File: config.mk
export PLATFORM = sky130hd
export DESIGN_NAME = interval_timer_arbiter
export DESIGN_NICKNAME = d
export VERILOG_FILES = /design/src/rtl/timer_pkg.sv /design/src/rtl/interval_counter.sv /design/src/rtl/interval_timer_arbiter.sv
export SDC_FILE = /design/constraint.sdc
export NUM_CORES = 1
export LEC_CHECK = 0
export ABC_AREA = 0
export CAP_MARGIN = 10
export CORE_UTILIZATION = 47
export CTS_CLUSTER_SIZE = 8
export DETAILED_ROUTE_END_ITERATION = 10
export PLACE_DENSITY = 0.87
export SYNTH_ARGS = -nofsm -noshare
export SYNTH_HDL_FRONTEND = slang
export SYNTH_HIERARCHICAL = 1
export SYNTH_SLANG_ARGS = --single-unit
File: constraint.sdc
create_clock -name clock -period 7.58 [get_ports clock]
set_clock_uncertainty 0.15 [all_clocks]
set_input_delay 1.516 -clock clock [delete_from_list [all_inputs] [get_ports clock]]
set_output_delay 1.516 -clock clock [all_outputs]
set_load 0.05 [all_outputs]
File: src/rtl/timer_pkg.sv
// Shared types and helpers for the interval timer arbiter.
// State encoding is fixed: IDLE=0, COUNT=1, DONE=2.
package timer_pkg;

    typedef enum logic [1:0] {
        IDLE  = 2'd0,
        COUNT = 2'd1,
        DONE  = 2'd2
    } state_t;

    // (base + off) mod m, valid for base < m and off < m
    function automatic int unsigned wrap_inc(int unsigned base, int unsigned off,
                                             int unsigned m);
        int unsigned s;
        s = base + off;
        return (s >= m) ? s - m : s;
    endfunction

endpackage

File: src/rtl/interval_counter.sv
// Loadable down-counter; saturates at zero and flags the last count.
module interval_counter #(
    parameter int unsigned N = 8
) (
    input  logic         clock,
    input  logic         clear_n,
    input  logic         load,
    input  logic [N-1:0] load_val,
    input  logic         dec,
    output logic [N-1:0] q,
    output logic         is_one
);

    always_ff @(posedge clock or negedge clear_n) begin
        if (!clear_n) begin
            q <= '0;
        end else if (load) begin
            q <= load_val;
        end else if (dec && (q != '0)) begin
            q <= q - 1'b1;
        end
    end

    assign is_one = (q == N'(1));

endmodule

File: src/rtl/interval_timer_arbiter.sv
// Round-robin arbiter granting a shared interval down-counter to one of NREQ requesters.
// grant/done/busy are decoded from registered state only.
module interval_timer_arbiter
    import timer_pkg::*;
#(
    parameter int unsigned N    = 8,
    parameter int unsigned NREQ = 4
) (
    input  logic              clock,
    input  logic              clear_n,
    input  logic [NREQ-1:0]   req,
    input  logic [NREQ*N-1:0] len,
    output logic [NREQ-1:0]   grant,
    output logic [NREQ-1:0]   done,
    output logic              busy,
    output logic [N-1:0]      q
);

    localparam int unsigned IW = $clog2(NREQ);

    state_t          state_q, state_d;
    logic [IW-1:0]   owner_q, owner_d;
    logic [IW-1:0]   ptr_q, ptr_d;
    logic [IW-1:0]   winner;
    logic [IW-1:0]   owner_next;
    logic [NREQ-1:0] rot;
    logic            found;
    logic [N-1:0]    len_win;
    logic            load;
    logic [N-1:0]    load_val;
    logic            dec;
    logic            is_one;

    // rot[i] is the request of requester (ptr + i) mod NREQ
    always_comb begin
        rot = '0;
        for (int unsigned i = 0; i < NREQ; i++) begin
            rot[i] = req[IW'(wrap_inc(32'(ptr_q), i, NREQ))];
        end
    end

    always_comb begin
        winner = ptr_q;
        found  = 1'b0;
        for (int unsigned i = 0; i < NREQ; i++) begin
            if (rot[i] && !found) begin
                winner = IW'(wrap_inc(32'(ptr_q), i, NREQ));
                found  = 1'b1;
            end
        end
    end

    assign len_win    = len[32'(winner)*N +: N];
    assign owner_next = (owner_q == IW'(NREQ - 1)) ? '0 : owner_q + 1'b1;

    always_comb begin
        state_d  = state_q;
        owner_d  = owner_q;
        ptr_d    = ptr_q;
        load     = 1'b0;
        load_val = '0;
        dec      = 1'b0;
        case (state_q)
            IDLE: begin
                if (found) begin
                    owner_d  = winner;
                    load     = 1'b1;
                    load_val = len_win;
                    state_d  = (len_win != '0) ? COUNT : DONE;
                end
            end
            COUNT: begin
                if (!req[owner_q]) begin
                    // owner gave up: clear the counter, no done pulse
                    load    = 1'b1;
                    state_d = IDLE;
                    ptr_d   = owner_next;
                end else begin
                    dec = 1'b1;
                    if (is_one) begin
                        state_d = DONE;
                    end
                end
            end
            DONE: begin
                ptr_d   = owner_next;
                state_d = IDLE;
            end
            default: begin
                state_d = IDLE;
            end
        endcase
    end

    always_ff @(posedge clock or negedge clear_n) begin
        if (!clear_n) begin
            state_q <= IDLE;
            owner_q <= '0;
            ptr_q   <= '0;
        end else begin
            state_q <= state_d;
            owner_q <= owner_d;
            ptr_q   <= ptr_d;
        end
    end

    interval_counter #(
        .N(N)
    ) u_counter (
        .clock   (clock),
        .clear_n (clear_n),
        .load    (load),
        .load_val(load_val),
        .dec     (dec),
        .q       (q),
        .is_one  (is_one)
    );

    always_comb begin
        grant = '0;
        done  = '0;
        if (state_q != IDLE) begin
            grant[owner_q] = 1'b1;
        end
        if (state_q == DONE) begin
            done[owner_q] = 1'b1;
        end
    end

    assign busy = (state_q != IDLE);

endmodule

==> results of run 1 <==
## worst max-delay path: stages
cell             delay, ps
clkdlybuf4s50_1        590
mux4_1                 300
inv_1                   60
nor3b_1                750
or4b_2                 660
or4_1                  420
a31oi_1                170
## sequential cells by signal (all words and copies together) (netlist names)
register and flops:
u_counter/q 8, owner_q 2, ptr_q 2, state_q 2
## how the worst max path moves through the flow
stage | end | slack (ps) | cells past startpoint
floorplan | u_counter/q[7] | 3830 | 6
global placement | u_counter/q[7] | 3030 | 7
detailed placement | u_counter/q[7] | 2950 | 7
CTS | u_counter/q[7] | 3250 | 7
global route | u_counter/q[7] | 3050 | 7
finish | u_counter/q[7] | 3180 | 7
## cell usage after synthesis, types with 2 or more instances
cell,instances
ha_1,7
nand2b_1,2
nor2b_1,6
or4b_2,2
nand2_1,16
o21ai_0,4
dfrtp_1,14
clkbuf_1,3
a21oi_1,6
nor4_1,3
nor3_1,2
mux4_1,4
a2111o_1,3
nor2_1,8
mux4_2,5
and2_1,12
inv_1,11
o211ai_1,5
a31oi_1,4
or4_1,3
nor3b_1,3
## area by class of cell
| cell class | instances | area share (%) |
|---|---|---|
| clock buffer | 4 | 1.83 |
| inverter | 11 | 2.09 |
| multi-input combinational | 115 | 48.7 |
| sequential | 14 | 17.7 |
| tap | 31 | 1.96 |
| timing repair buffer | 55 | 27.7 |
## layer usage
layer / vias to the layer above / routed length, um / GRT usage (%)
met4: 0 / 37 / 8.71
met2: 66 / 1820 / 40.6
li1: 658 / - / -
met5: - / 0 / 0
met3: 4 / 202 / 2.09
met1: 670 / 1390 / 29.4
## logic make-up (layout without fill, tap and decap cells)
logic type                 Yosys count  after routing  share of synthesized area (%)
DFF                                 14             14                           25.5
muxes                               10             10                           16.7
AOI/OAI and AO/OA                   35             35                           20.3
adders and majority gates            7              7                           6.39
buffers and inverters               15             70                           4.20
and+or+nand+nor                     63             63                           26.8
## through the flow
step | utilization, % | cells
global route | 71.7 | 230
global placement | 70.4 | 226
floorplan | - | 144
finish | 71.7 | 230
CTS | 71.7 | 230
detailed placement | 70.4 | 226
## power by group
group,total [mW],internal [mW],switching [mW]
registers,0.155,0.108,0.0469
logic,0.524,0.215,0.309
clock network,0.0546,0.0292,0.0254
==> run_results.csv, run 1 <==
group,metric,value,unit
timing,worst_hold_slack,472,ps
synthesis,ys_seq_area_share,25.5,%
final_layout,antenna_cells,0,
power_and_ir_drop,p_leak,0.766,nW
min_path,holdPathEnd,"ptr_q[0]",
global_route,grt_max_degree,15,
synthesis,synthFlopType,"dfrtp_1",
final_layout,layout-area-overhead-vs-synth,44.3,%
drt,drc_errors,0,
placement,gp_congestion,0.855,
floorplan,rows,19,
timing,slew_viol_final,0,
timing,tightest_slew,1020,ps
critical_path,r2r-start,"owner_q[1]",
synthesis,avgSynthCellArea,9.52,um2
drt,drtIter0Drc,37,
clock_tree,numClockSinks,14,
placement,place_hpwl,2850,um
min_path,hold_start,"ptr_q[0]",
placement,placed_area,1940,um2
synthesis,synth_largest_area_cell,"dfrtp_1",
global_route,grt_pass1_wl,5850,um
clock_tree,clockBufferDepth,2,
power_and_ir_drop,powerDensity,371,nW/um2
min_path,hold_path_class,"reg -> reg",
run,drv_cap,0,
clock_tree,clk_latency,280,ps
final_layout,final_common_cell,"clkdlybuf4s50_1",
drt,firstDrtPassIters,4,
floorplan,coreArea,2760,um2
critical_path,worstPathRequired,7640,ps
critical_path,reg2regPathDepth,6,
drt,antenna_left,0,
critical_path,cp-startpoint,"req[1]",
timing,max_freq,227,MHz
final_layout,num-fill-cells,203,
clock_tree,ctsHoldBuffers,0,
synthesis,ys_ff_latch,14,
critical_path,path_max_fanout,10,
clock_tree,clockRootBuffer,"clkbuf_4",
floorplan,initial_core_util,49.7,%
global_route,grt-ovfl-total,0,
timing,setup_viol,0,
clock_tree,cts_buffers,3,
status,outcome,"finished clean",
timing,min_period,4400,ps
floorplan,num_io_pins,55,
final_layout,final_cell_mix,"clkdlybuf4s50_1, nand2_1, dfrtp_1, and2_1, inv_1",
global_route,grtUsageTotal,23.2,%
floorplan,die_h,56.0,um
floorplan,dieArea,3140,um2
synthesis,ys_types,42,
critical_path,criticalPathCategory,"in -> reg",
synthesis,synthTopCellsByArea,"dfrtp_1, mux4_2, mux4_1",
clock_tree,cts.reportedPaths.clkPinSlew,90,ps
floorplan,die_w,56.0,um
synthesis,synth-edff-count,0,
synthesis,synth_top_area_share,25.5,%
critical_path,rr_endpoint,"u_counter/q[7]",
min_path,whs_path_depth,1,
final_layout,nets,245,
power_and_ir_drop,p_total,0.733,mW
timing,fin_crit_sh,58.1,%
final_layout,ff_latch_area,350,um2
synthesis,syn-num-nets,189,
final_layout,drive_above_1_share,10.6,%
drt,wirelength,3450,um
drt,wl_per_cell,15.0,um
final_layout,design_area,1980,um2
drt,num_vias,1398,
power_and_ir_drop,ir_worst_vdd,0.000308,V
timing,fin_setup_tns,0,ps
clock_tree,cts_tree,"yes",
global_route,grt_pass1_vias,1364,
synthesis,postSynthCellCount,144,
critical_path,worst_setup_path_end_kind,"flip-flop",
drt,viasPerCell,6.08,
timing,relSlewSlack,31.7,%
critical_path,ff2ff_setup_slack,4490,ps
global_route,antenna_found_initial,0,
timing,finalHoldViolations,0,
clock_tree,postCtsResizedCells,0,
final_layout,multi_input_area,963,um2
synthesis,syn_area,1370,um2
clock_tree,cts-htree-levels,1,
synthesis,async_flop_share,100,%
clock_tree,post-cts-setup-buffers,0,
timing,timing.final.ws_setup,3180,ps
synthesis,yosys_warnings,6,
placement,dp_slack,2950,ps
critical_path,worstPathArrival,4460,ps
placement,portBuffers,54,
critical_path,startpoint_type,"input port",
timing,rsz0062_at_grt,"false",
Power figures use the tool's default switching activity.
==> run 2: changes to the inputs <==
--- a/config.mk
+++ b/config.mk
@@ -7,10 +7,10 @@
 export LEC_CHECK = 0
 export ABC_AREA = 0
 export CAP_MARGIN = 10
-export CORE_UTILIZATION = 47
+export CORE_UTILIZATION = 44
 export CTS_CLUSTER_SIZE = 8
 export DETAILED_ROUTE_END_ITERATION = 10
-export PLACE_DENSITY = 0.87
+export PLACE_DENSITY = 0.82
 export SYNTH_ARGS = -nofsm -noshare
 export SYNTH_HDL_FRONTEND = slang
 export SYNTH_HIERARCHICAL = 1
==> constraint.sdc (replaced) <==
create_clock -name clock -period 4.1 [get_ports clock]
set_clock_uncertainty 0.15 [all_clocks]
set_input_delay 0.82 -clock clock [delete_from_list [all_inputs] [get_ports clock]]
set_output_delay 0.82 -clock clock [all_outputs]
set_load 0.05 [all_outputs]
==> run 2 against run 1 <==
  * Register-to-register slack lost 3100 ps
  * Sequential power rose by 88%
  * Total power is 88% higher
  * Worst hold slack better by 15 ps
  * Die area is 6.6% higher
  * Sequential share of layout area fell by 0.13 points
  * Critical path depth increased by 1
  * Largest cell class unchanged
  * Largest power group unchanged
==> run_results.csv, run 2 (synthesis gave the netlist of run 1 again) <==
group,metric,value,unit
drt,drtIter0Drc,81,
global_route,antenna_found_initial,0,
final_layout,nets,247,
power_and_ir_drop,powerDensity,690,nW/um2
critical_path,crit_chain,"clkdlybuf4s50_1 -> mux4_1 -> inv_1 -> nor3b_1 -> buf_4 -> or4b_2 -> or4_1 -> a31oi_1",
timing,rsz0062_at_grt,"false",
clock_tree,cts_tree,"yes",
floorplan,coreArea,2850,um2
final_layout,drive_above_1_share,11.4,%
power_and_ir_drop,p_total,1.38,mW
floorplan,num_io_pins,55,
critical_path,path_max_fanout,10,
status,outcome,"finished clean",
drt,firstDrtPassIters,6,
global_route,grt_pass1_wl,5840,um
final_layout,largest_register,"u_counter/q",
placement,dp_slack,556,ps
critical_path,worstPathRequired,4170,ps
clock_tree,clockRootBuffer,"clkbuf_4",
critical_path,startpoint_type,"input port",
power_and_ir_drop,ir_worst_vdd,0.000245,V
floorplan,rows,19,
timing,fin_setup_tns,0,ps
timing,fin_crit_sh,80.5,%
clock_tree,post-cts-setup-buffers,0,
floorplan,die_w,57.8,um
drt,viasPerCell,6.19,
critical_path,slowest_delay,600,ps
timing,tightest_slew,981,ps
timing,relSlewSlack,34.4,%
clock_tree,cts-htree-levels,1,
critical_path,criticalPathCategory,"in -> reg",
clock_tree,cts_buffers,3,
drt,wl_per_cell,15.6,um
global_route,grtUsageTotal,23.0,%
clock_tree,clk_latency,290,ps
floorplan,initial_core_util,48.1,%
global_route,grt_max_degree,15,
clock_tree,ctsHoldBuffers,0,
min_path,hold_path_class,"reg -> reg",
timing,setup_viol,0,
drt,num_vias,1435,
floorplan,die_h,57.8,um
placement,place_hpwl,2940,um
timing,min_period,3300,ps
final_layout,final_cell_mix,"clkdlybuf4s50_1, nand2_1, dfrtp_1, and2_1, inv_1",
critical_path,worstPathArrival,3370,ps
placement,portBuffers,54,
floorplan,dieArea,3340,um2
critical_path,slowest_stage,"or4b_2",
final_layout,largest_reg_flops,8,
final_layout,layout-area-overhead-vs-synth,45.3,%
power_and_ir_drop,p_leak,0.776,nW
final_layout,num-fill-cells,218,
clock_tree,clockBufferDepth,2,
clock_tree,cts.reportedPaths.clkPinSlew,80,ps
clock_tree,numClockSinks,14,
run,drv_cap,0,
clock_tree,postCtsResizedCells,0,
drt,drc_errors,0,
final_layout,final_common_cell,"clkdlybuf4s50_1",
drt,antenna_left,0,
drt,wirelength,3630,um
global_route,grt-ovfl-total,0,
timing,slew_viol_final,0,
global_route,grt_pass1_vias,1305,
final_layout,antenna_cells,0,
timing,max_freq,303,MHz
placement,gp_congestion,0.854,
timing,finalHoldViolations,0,
critical_path,worst_setup_path_end_kind,"flip-flop",
timing,timing.final.ws_setup,799,ps
run 2: changes by cell type in the layout (fill, tap and decap cells not counted), sizes merged:
cell / change
buf: +2
run 2: per-layer routing:
| metal | global-route usage [%] | vias to the layer above | part of all wire, % |
|---|---|---|---|
| li1 | - | 667 | - |
| met1 | 30.0 | 677 | 42 |
| met2 | 39.1 | 82 | 49 |
| met3 | 2.01 | 9 | 6.6 |
| met4 | 10.2 | 0 | 2.3 |
| met5 | 0 | - | 0 |
run 2: critical path: cells and delay by family:
| kind | cells | cell delay (ps) |
|---|---|---|
| simple gates | 3 | 1230 |
| mux | 1 | 290 |
| compound gates | 1 | 170 |
| buf+inv | 3 | 850 |
run 2: power breakdown:
group	internal (mW)	switching, mW
sequential	0.199	0.0917
clock	0.0542	0.0481
combinational	0.408	0.575
total	0.661	0.714
run 2: path summary, 6_finish.rpt:
kind | slack [ps] | endpoint | depth (start not counted) | start
min in group asynchronous | 760 | u_counter/q[1] | 1 | clear_n
min reg2reg | 490 | owner_q[0] | 2 | owner_q[0]
max in group asynchronous | 2630 | u_counter/q[4] | 1 | clear_n
min | 490 | owner_q[0] | 2 | owner_q[0]
max | 800 | u_counter/q[7] | 8 | req[1]
max reg2reg | 1380 | u_counter/q[7] | 7 | owner_q[1]
run 2: final cells by class:
class	instances	area [um2]	share of cell area [%]
inverter	11	41.3	2.07
multi-input combinational	115	963	48.3
clock buffer	4	36.3	1.82
sequential	14	350	17.6
tap	31	38.8	1.95
timing repair buffer	57	563	28.2
run 2: per-stage QoR:
step / util (%) / cells / cell area (um2) / hold WS [ps]
4_1_cts: 69.9 / 232 / 1990 / 480
3_5_place_dp: 68.6 / 228 / 1960 / 459
2_1_floorplan: - / 144 / 1370 / 374
5_1_grt: 69.9 / 232 / 1990 / 512
3_3_place_gp: 68.6 / 228 / 1960 / 423
6_report: 69.9 / 232 / 1990 / 487
==> run 3: changes to the inputs <==
--- a/config.mk
+++ b/config.mk
@@ -7,10 +7,10 @@
 export LEC_CHECK = 0
 export ABC_AREA = 0
 export CAP_MARGIN = 10
-export CORE_UTILIZATION = 44
+export CORE_UTILIZATION = 39
 export CTS_CLUSTER_SIZE = 8
 export DETAILED_ROUTE_END_ITERATION = 10
-export PLACE_DENSITY = 0.82
+export PLACE_DENSITY = 0.77
 export SYNTH_ARGS = -nofsm -noshare
 export SYNTH_HDL_FRONTEND = slang
 export SYNTH_HIERARCHICAL = 1
==> constraint.sdc (replaced) <==
create_clock -name clock -period 2.81 [get_ports clock]
set_clock_uncertainty 0.15 [all_clocks]
set_input_delay 0.562 -clock clock [delete_from_list [all_inputs] [get_ports clock]]
set_output_delay 0.562 -clock clock [all_outputs]
set_load 0.05 [all_outputs]
==> run 3 against run 2 <==
  * Sequential share of layout area fell by 1.2 points
  * First-iteration DRC count fell by 2.5%
  * Die area rose by 12%
  * Combinational power rose by 59%
  * Core utilization fell by 6.4 points
  * Critical path type unchanged
  * Largest power group unchanged
==> run_results.csv, run 3 (synthesis gave the netlist of run 1 again) <==
group,metric,value,unit
placement,portBuffers,54,
power_and_ir_drop,p_total,2.14,mW
timing,setup_viol,0,
clock_tree,cts_buffers,3,
drt,wl_per_cell,14.6,um
floorplan,coreArea,3360,um2
drt,viasPerCell,5.51,
final_layout,largest_register,"u_counter/q",
global_route,grt_max_degree,15,
floorplan,die_w,61.3,um
timing,tightest_slew,655,ps
critical_path,startpoint_type,"input port",
final_layout,drive_above_1_share,18.8,%
global_route,grtUsageTotal,22.6,%
drt,drtIter0Drc,79,
final_layout,ff_latch_area,350,um2
placement,placed_area,2060,um2
drt,drc_errors,0,
timing,fin_crit_sh,97.1,%
global_route,grt-ovfl-total,0,
critical_path,criticalPathCategory,"in -> reg",
global_route,grt_pass1_wl,6370,um
timing,slew_viol_final,0,
floorplan,die_h,61.3,um
clock_tree,cts.reportedPaths.clkPinSlew,90,ps
critical_path,reg2regPathDepth,8,
power_and_ir_drop,ir_worst_vdd,0.000376,V
timing,min_period,2730,ps
final_layout,design_area,2140,um2
timing,max_freq,366,MHz
critical_path,worstPathArrival,2760,ps
placement,place_hpwl,2960,um
final_layout,final_cell_mix,"clkdlybuf4s50_1, nand2_1, dfrtp_1, buf_4, and2_1",
timing,relSlewSlack,56.2,%
power_and_ir_drop,p_leak,0.868,nW
final_layout,layout-area-overhead-vs-synth,55.7,%
final_layout,nets,259,
timing,fin_setup_tns,0,ps
drt,wirelength,3780,um
floorplan,dieArea,3760,um2
power_and_ir_drop,powerDensity,1000,nW/um2
drt,num_vias,1426,
global_route,grt_pass1_vias,1374,
final_layout,num-fill-cells,305,
clock_tree,cts-htree-levels,1,
floorplan,initial_core_util,40.8,%
final_layout,multi_input_area,978,um2
run,drv_cap,0,
min_path,hold_path_class,"reg -> reg",
final_layout,antenna_cells,0,
global_route,antenna_found_initial,0,
clock_tree,clockBufferDepth,2,
final_layout,largest_reg_flops,8,
clock_tree,cts_tree,"yes",
drt,firstDrtPassIters,4,
clock_tree,ctsHoldBuffers,0,
floorplan,num_io_pins,55,
clock_tree,clockRootBuffer,"clkbuf_4",
critical_path,path_max_fanout,8,
clock_tree,numClockSinks,14,
floorplan,rows,21,
critical_path,worst_setup_path_end_kind,"flip-flop",
timing,finalHoldViolations,0,
drt,antenna_left,0,
timing,rsz0062_at_grt,"false",
critical_path,worstPathRequired,2840,ps
placement,gp_congestion,0.927,
status,outcome,"finished clean",
clock_tree,clk_latency,280,ps
min_path,whs_path_depth,2,
final_layout,final_common_cell,"clkdlybuf4s50_1",
[run 3: critical path: stages]
cell and delay, ps:
clkdlybuf4s50_1 420, buf_4 170, o22ai_1 130, nand2_1 110
o221ai_4 90, buf_12 170, mux4_2 540, nor4_2 280
nand2_1 100, a22o_1 180
[run 3: area by class of cell]
| cell class | instances | area share [%] |
|---|---|---|
| multi-input combinational | 115 | 45.8 |
| inverter | 11 | 1.93 |
| tap | 46 | 2.69 |
| timing repair buffer | 69 | 31.5 |
| sequential | 14 | 16.4 |
| clock buffer | 4 | 1.70 |
[run 3: power by group]
part / internal [mW] / switching [mW] / leakage [nW] / total [mW]
Combinational: 0.693 / 0.870 / 0.671 / 1.56
Clock: 0.0788 / 0.0675 / 0.0210 / 0.146
Sequential: 0.291 / 0.136 / 0.176 / 0.427
Total: 1.06 / 1.07 / 0.868 / 2.14
[run 3: timing repair]
item	4_1_cts	5_1_grt
setup buffers	3	0
resized for setup	7	5
pin swaps	3	2
gates cloned	0	0
setup endpoints to repair	2	4
[run 3: stage by stage]
| step | worst slack [ps] | util [%] | hold WS [ps] | instances |
|---|---|---|---|---|
| floorplan | 11.9 | - | 116 | 144 |
| global placement | -289 | 61.1 | 447 | 252 |
| detailed placement | -328 | 61.1 | 447 | 252 |
| CTS | 29.0 | 63.0 | 476 | 259 |
| global route | 3.39 | 63.5 | 535 | 259 |
| finish | 80.5 | 63.5 | 472 | 259 |
[run 3: path summary, 6_finish.rpt]
| kind | endpoint | slack [ps] | start |
|---|---|---|---|
| setup / recovery | state_q[0] | 80 | req[1] |
| max in group asynchronous | u_counter/q[5] | 1560 | clear_n |
| setup reg to reg | state_q[0] | 270 | ptr_q[0] |
| hold reg to reg | owner_q[0] | 470 | owner_q[0] |
| min in group asynchronous | u_counter/q[7] | 520 | clear_n |
| hold / removal | owner_q[0] | 470 | owner_q[0] |
[run 3: per-layer routing]
metal  share of wire (%)  global-route usage, %  wire length, um  vias up
li1                    -                      -                -      685
met1                  45                   30.7             1690      687
met2                  51                   39.4             1930       54
met3                 4.2                   1.47              157        0
met4                   0                   5.19                0        0
met5                   0                      0                0        -
